--- src/rtl/id_exe_stage_elastic.sv ---
// ---------------------------------------------------------------------------
// id_exe_stage_elastic
//
// ID/EXE pipeline register with valid/ready handshakes on both sides.
// A main register (M) drives the execute side. A one-entry skid register (S)
// catches the entry that decode hands over in the same cycle that execute
// stalls. Because of S, in_ready comes straight from a flop and never
// depends combinationally on out_ready.
//
// Ports
//   clk, rst            clock; synchronous active-high reset
//   flush               drop M, S and any entry accepted this cycle
//   in_valid/in_ready   decode-side handshake (in_ready = !S.valid)
//   *_in                decoded instruction payload and control
//   out_valid/out_ready execute-side handshake
//   *_out               registered payload; control bits gated by out_valid
//   stall_cnt           saturating count of out_valid && !out_ready cycles
// ---------------------------------------------------------------------------
module id_exe_stage_elastic #(
  parameter int DSIZE  = 16,
  parameter int ASIZE  = 3,
  parameter int ISIZE  = 16,
  parameter int OPSIZE = 4,
  parameter int CNTW   = 16
) (
  input  logic              clk,
  input  logic              rst,
  input  logic              flush,
  input  logic              in_valid,
  output logic              in_ready,
  input  logic [DSIZE-1:0]  rdata1_in,
  input  logic [DSIZE-1:0]  rdata2_in,
  input  logic [DSIZE-1:0]  imm_in,
  input  logic [OPSIZE-1:0] opcode_in,
  input  logic              alusrc_in,
  input  logic [ASIZE-1:0]  waddr_in,
  input  logic              branch_in,
  input  logic              jal_in,
  input  logic              memRead_in,
  input  logic              memWrite_in,
  input  logic              memtoReg_in,
  input  logic              wen_in,
  input  logic [ISIZE-1:0]  pc_in,
  output logic              out_valid,
  input  logic              out_ready,
  output logic [DSIZE-1:0]  rdata1_out,
  output logic [DSIZE-1:0]  rdata2_out,
  output logic [DSIZE-1:0]  imm_out,
  output logic [OPSIZE-1:0] opcode_out,
  output logic              alusrc_out,
  output logic [ASIZE-1:0]  waddr_out,
  output logic [ISIZE-1:0]  pc_out,
  output logic              branch_out,
  output logic              jal_out,
  output logic              memRead_out,
  output logic              memWrite_out,
  output logic              memtoReg_out,
  output logic              wen_out,
  output logic [CNTW-1:0]   stall_cnt
);

  typedef struct packed {
    logic [DSIZE-1:0]  rdata1;
    logic [DSIZE-1:0]  rdata2;
    logic [DSIZE-1:0]  imm;
    logic [OPSIZE-1:0] opcode;
    logic              alusrc;
    logic [ASIZE-1:0]  waddr;
    logic [ISIZE-1:0]  pc;
    logic              branch;
    logic              jal;
    logic              mem_read;
    logic              mem_write;
    logic              memto_reg;
    logic              wen;
  } entry_t;

  function automatic logic [CNTW-1:0] sat_inc(input logic [CNTW-1:0] v);
    logic [CNTW-1:0] one;
    one = {{(CNTW-1){1'b0}}, 1'b1};
    return (&v) ? v : v + one;
  endfunction

  entry_t          in_ent;
  entry_t          m_q, m_d;
  entry_t          s_q, s_d;
  logic            m_vld_q, m_vld_d;
  logic            s_vld_q, s_vld_d;
  logic [CNTW-1:0] stall_q, stall_d;
  logic            accept;
  logic            release_m;

  assign in_ent = '{
    rdata1:    rdata1_in,
    rdata2:    rdata2_in,
    imm:       imm_in,
    opcode:    opcode_in,
    alusrc:    alusrc_in,
    waddr:     waddr_in,
    pc:        pc_in,
    branch:    branch_in,
    jal:       jal_in,
    mem_read:  memRead_in,
    mem_write: memWrite_in,
    memto_reg: memtoReg_in,
    wen:       wen_in
  };

  // in_ready depends only on the skid flop, so it is a registered signal.
  assign in_ready  = !s_vld_q;
  assign accept    = in_valid && in_ready;
  assign release_m = m_vld_q && out_ready;

  always_comb begin
    m_d     = m_q;
    s_d     = s_q;
    m_vld_d = m_vld_q;
    s_vld_d = s_vld_q;
    stall_d = stall_q;

    if (m_vld_q && !out_ready) begin
      stall_d = sat_inc(stall_q);
    end

    if (flush) begin
      // Payload may stay stale; the gated control outputs hide it.
      m_vld_d = 1'b0;
      s_vld_d = 1'b0;
    end else if (!m_vld_q || release_m) begin
      // S always drains first to keep FIFO order; accept is impossible
      // while S is valid because in_ready is low then.
      if (s_vld_q) begin
        m_d     = s_q;
        m_vld_d = 1'b1;
        s_vld_d = 1'b0;
      end else if (accept) begin
        m_d     = in_ent;
        m_vld_d = 1'b1;
      end else begin
        m_vld_d = 1'b0;
      end
    end else if (accept) begin
      s_d     = in_ent;
      s_vld_d = 1'b1;
    end
  end

  always_ff @(posedge clk) begin
    if (rst) begin
      m_vld_q <= 1'b0;
      s_vld_q <= 1'b0;
      m_q     <= '0;
      stall_q <= '0;
    end else begin
      m_vld_q <= m_vld_d;
      s_vld_q <= s_vld_d;
      m_q     <= m_d;
      stall_q <= stall_d;
    end
  end

  // Skid payload is only observed through M after S.valid is set.
  always_ff @(posedge clk) begin
    s_q <= s_d;
  end

  assign out_valid    = m_vld_q;
  assign rdata1_out   = m_q.rdata1;
  assign rdata2_out   = m_q.rdata2;
  assign imm_out      = m_q.imm;
  assign opcode_out   = m_q.opcode;
  assign alusrc_out   = m_q.alusrc;
  assign waddr_out    = m_q.waddr;
  assign pc_out       = m_q.pc;
  assign branch_out   = m_q.branch    & m_vld_q;
  assign jal_out      = m_q.jal       & m_vld_q;
  assign memRead_out  = m_q.mem_read  & m_vld_q;
  assign memWrite_out = m_q.mem_write & m_vld_q;
  assign memtoReg_out = m_q.memto_reg & m_vld_q;
  assign wen_out      = m_q.wen       & m_vld_q;
  assign stall_cnt    = stall_q;

endmodule
--- config.mk ---
export PLATFORM = sky130hd
export DESIGN_NAME = id_exe_stage_elastic
export DESIGN_NICKNAME = d
export VERILOG_FILES = /design/src/rtl/id_exe_stage_elastic.sv
export SDC_FILE = /design/constraint.sdc
export NUM_CORES = 1
export LEC_CHECK = 0
export BUFFER_PORTS_ARGS = -buffer_cell sky130_fd_sc_hd__clkbuf_2
export CAP_MARGIN = 20
export CORE_UTILIZATION = 53
export DETAILED_ROUTE_END_ITERATION = 12
export PLACE_DENSITY_LB_ADDON = 0.08
export SYNTH_ARGS = -nofsm -noshare
export SYNTH_HDL_FRONTEND = slang
export SYNTH_SLANG_ARGS = --single-unit
--- constraint.sdc ---
create_clock -name clk -period 14.1 [get_ports clk]
set_clock_uncertainty 0.2 [all_clocks]
set_input_delay 1.41 -clock clk [delete_from_list [all_inputs] [get_ports clk]]
set_output_delay 1.41 -clock clk [all_outputs]
set_load 0.01 [all_outputs]
==> impl_metrics.csv <==
group,metric,value,unit
logic_synthesis,ys_ff_latch,174,
sta,fin_crit,3.38,ns
logic_synthesis,ys.flop_type,"dfxtp_1",
critical_path,crit_path_end_kind,"flip-flop",
min_path,hold_end,"rdata2_out[9]",
die,ioPinCount,179,
power_and_ir_drop,p_total,1110,uW
die,die_w,119,um
routing,wl_per_cell,15.9,um
global_route,antenna_found_initial,0,
sta,final-hold-violation-count,0,
logic_synthesis,synth-seq-area-share,0.590,
power_and_ir_drop,power_density,134,nW/um^2
critical_path,r2r-end,"m_q[0]",
logic_synthesis,syn_area_per_cell,11.8,um^2
routing,vias,4724,
final_layout,stdcell_count,890,
sta,slew_viol_final,0,
cts,cts_hold_buffers,0,
final_layout,finish.utilization,0.626,
critical_path,crit_required,14.21,ns
placement,io_buffers,178,
global_route,use_met2,0.330,
cts,clkTransAtPathRegs,0.06,ns
outcome,outcome,"finished clean",
logic_synthesis,synthCells,610,
logic_synthesis,synth_top_area_share,0.324,
sta,slew_headroom,0.292,
cts,clockBufferDepth,2,
logic_synthesis,synth_edf_count,78,
logic_synthesis,yosysMostFrequentCell,"dfxtp_1",
global_route,grt-busiest-layer,"met2",
cts,cts.htree.levels,4,
logic_synthesis,yosysWarnings,0,
min_path,min_from,"rdata2_out[9]",
global_route,grt_max_degree,97,
critical_path,rrSetupSlack,10.90,ns
cts,cts_tree,"yes",
die,die_area,14100,um^2
critical_path,cp.arrival,3.50,ns
sta,fmax,296,MHz
placement,place_inst,858,
sta,worst_slew_pin_slew,1.06,ns
die,coreArea,13200,um^2
final_layout,syn_to_final_growth,14.8,%
cts,post_cts_buffers,0,
placement,dpl.hpwl,9.17,mm
routing,drcViolationCount,0,
sta,rsz0062_at_grt,"no",
sta,finalWorstSetupSlack,10.72,ns
routing,drt_iter0_drc,246,
routing,antenna_left,0,
final_layout,layout-drive-gt1-share,0.308,
critical_path,cp_max_fo,90,
min_path,whs_path_depth,2,
min_path,hold_class,"flip-flop to flip-flop",
critical_path,reg2regPathDepth,6,
sta,finalCritPeriodShare,0.240,
cts,numCtsBuffers,17,
global_route,met1_usage,0.253,
logic_synthesis,synth_area_leaders,"edfxtp_1 (32%), dfxtp_1 (27%), mux2i_1 (11%), a211oi_1 (8.2%), buf_4 (7.9%)",
placement,pre_cts_slack,10.34,ns
global_route,track_usage,0.208,
die,die_h,119,um
global_route,grt_pass1_wl,22.9,mm
placement,gp_congestion,0.763,
routing,dr.pass1.iters,4,
cts,root_buffer,"clkbuf_16",
logic_synthesis,synth_nets,694,
logic_synthesis,synth_top_area_cell,"edfxtp_1",
die,start_util,0.545,
logic_synthesis,ys_async_sr_fraction,0,
sta,setup_viol,0,
die,placementRows,42,
power_and_ir_drop,p_leak,0.00305,uW
critical_path,worstReg2RegStart,"s_vld_q",
power_and_ir_drop,vdd_ir_drop_max,0.0000813,V
routing,viasPerCell,5.31,
final_layout,nNetsFinal,785,
final_layout,diodes,0,
global_route,grt_pass1_vias,4613,
sta,finalSetupTns,0,ns
global_route,gr-total-overflow,0,
cts,insertion_delay,0.42,ns
run,maxCapViolCount,0,
routing,drt-total-wl,14.1,mm
logic_synthesis,syn_area,7220,um^2
cts,clock_sinks,174,
cts,cts_resized,0,
logic_synthesis,synth_cell_types,35,
global_route,met3_usage,0.0681,
logic_synthesis,yosys-top-cells-count,"dfxtp_1 (96), nor2_1 (82), a211oi_1 (79), mux2i_1 (79), edfxtp_1 (78)",
critical_path,start_kind,"primary input",
critical_path,path_class,"primary input to flip-flop",
layer usage:
layer | up-vias | wire length (um) | share of wire
met5 | - | 0 | 0
met4 | 0 | 284 | 0.020
met3 | 19 | 886 | 0.063
met2 | 123 | 6690 | 0.47
met1 | 2219 | 6240 | 0.44
li1 | 2363 | - | -
cell type report:
cell class	count	area, um^2
flip-flops and latches	174	4270
multi-input cells	323	2240
inverters	2	7.51
well taps	176	220
repair buffers	183	931
fillers	1114	4950
clock inverters	7	96.3
clock buffers	25	528
state kept, by name, summed over array words and instances (netlist names), 3 cells and up:
name and flops:
pc_out 16, rdata1_out 16, imm_out 16, stall_cnt 16
waddr_out 3, rdata2_out 16, opcode_out 4, s_q 78
m_q 6
cells by family (layout without fill, tap and decap cells):
| logic type | after synthesis | count (layout) | synth area share |
|---|---|---|---|
| AOI/OAI and AO/OA | 108 | 108 | 0.104 |
| adders and majority gates | 1 | 1 | 0.00173 |
| buffers and inverters | 113 | 217 | 0.101 |
| DFF | 174 | 174 | 0.590 |
| muxes | 79 | 79 | 0.109 |
| and+or+nand+nor | 135 | 135 | 0.0932 |
power by group:
group / internal [uW] / switching [uW]
registers: 544 / 9.06
logic: 33.7 / 44.5
clock network: 297 / 185
total: 875 / 239
per-stage QoR:
| step | instance area, um^2 | hold slack (ns) |
|---|---|---|
| 2_1_floorplan | 7220 | 0.274 |
| 3_3_place_gp | 7670 | 0.283 |
| 3_5_place_dp | 7670 | 0.290 |
| 4_1_cts | 8290 | 0.298 |
| 5_1_grt | 8290 | 0.310 |
| 6_report | 8290 | 0.294 |
worst max-delay path, cell delays in order:
cell      delay [ns]
clkbuf_2        0.11
nor2b_1         0.07
nor3_2          0.15
buf_4           0.53
buf_4           0.77
nor2_1          0.11
a211oi_1        0.28
cells in the final DEF (no fill, tap or decap), drive strengths merged, types with 2 or more instances in the layout:
cell type / instances
a211oi: 79
a21oi: 14
and2: 7
and3: 2
buf: 6
bufinv: 2
clkbuf: 202
clkinv: 3
dfxtp: 96
edfxtp: 78
inv: 3
mux2i: 79
nand2: 8
nand3: 2
nand4: 7
nor2: 82
nor3: 4
nor4: 3
o21ai: 8
o31ai: 6
or3: 6
or4: 6
worst max-delay path by stage:
stage,endpoint,depth (start not counted),slack (ns),startpoint
3_5_place_dp,rdata1_out[15],7,10.34,out_ready
2_1_floorplan,s_q[0],2,3.47,out_ready
6_report,m_q[0],7,10.72,out_ready
5_1_grt,m_q[2],7,10.52,out_ready
4_1_cts,m_q[0],7,10.72,out_ready
3_3_place_gp,imm_out[8],7,10.45,out_ready
Note: power is estimated with default switching activity, not from simulation.
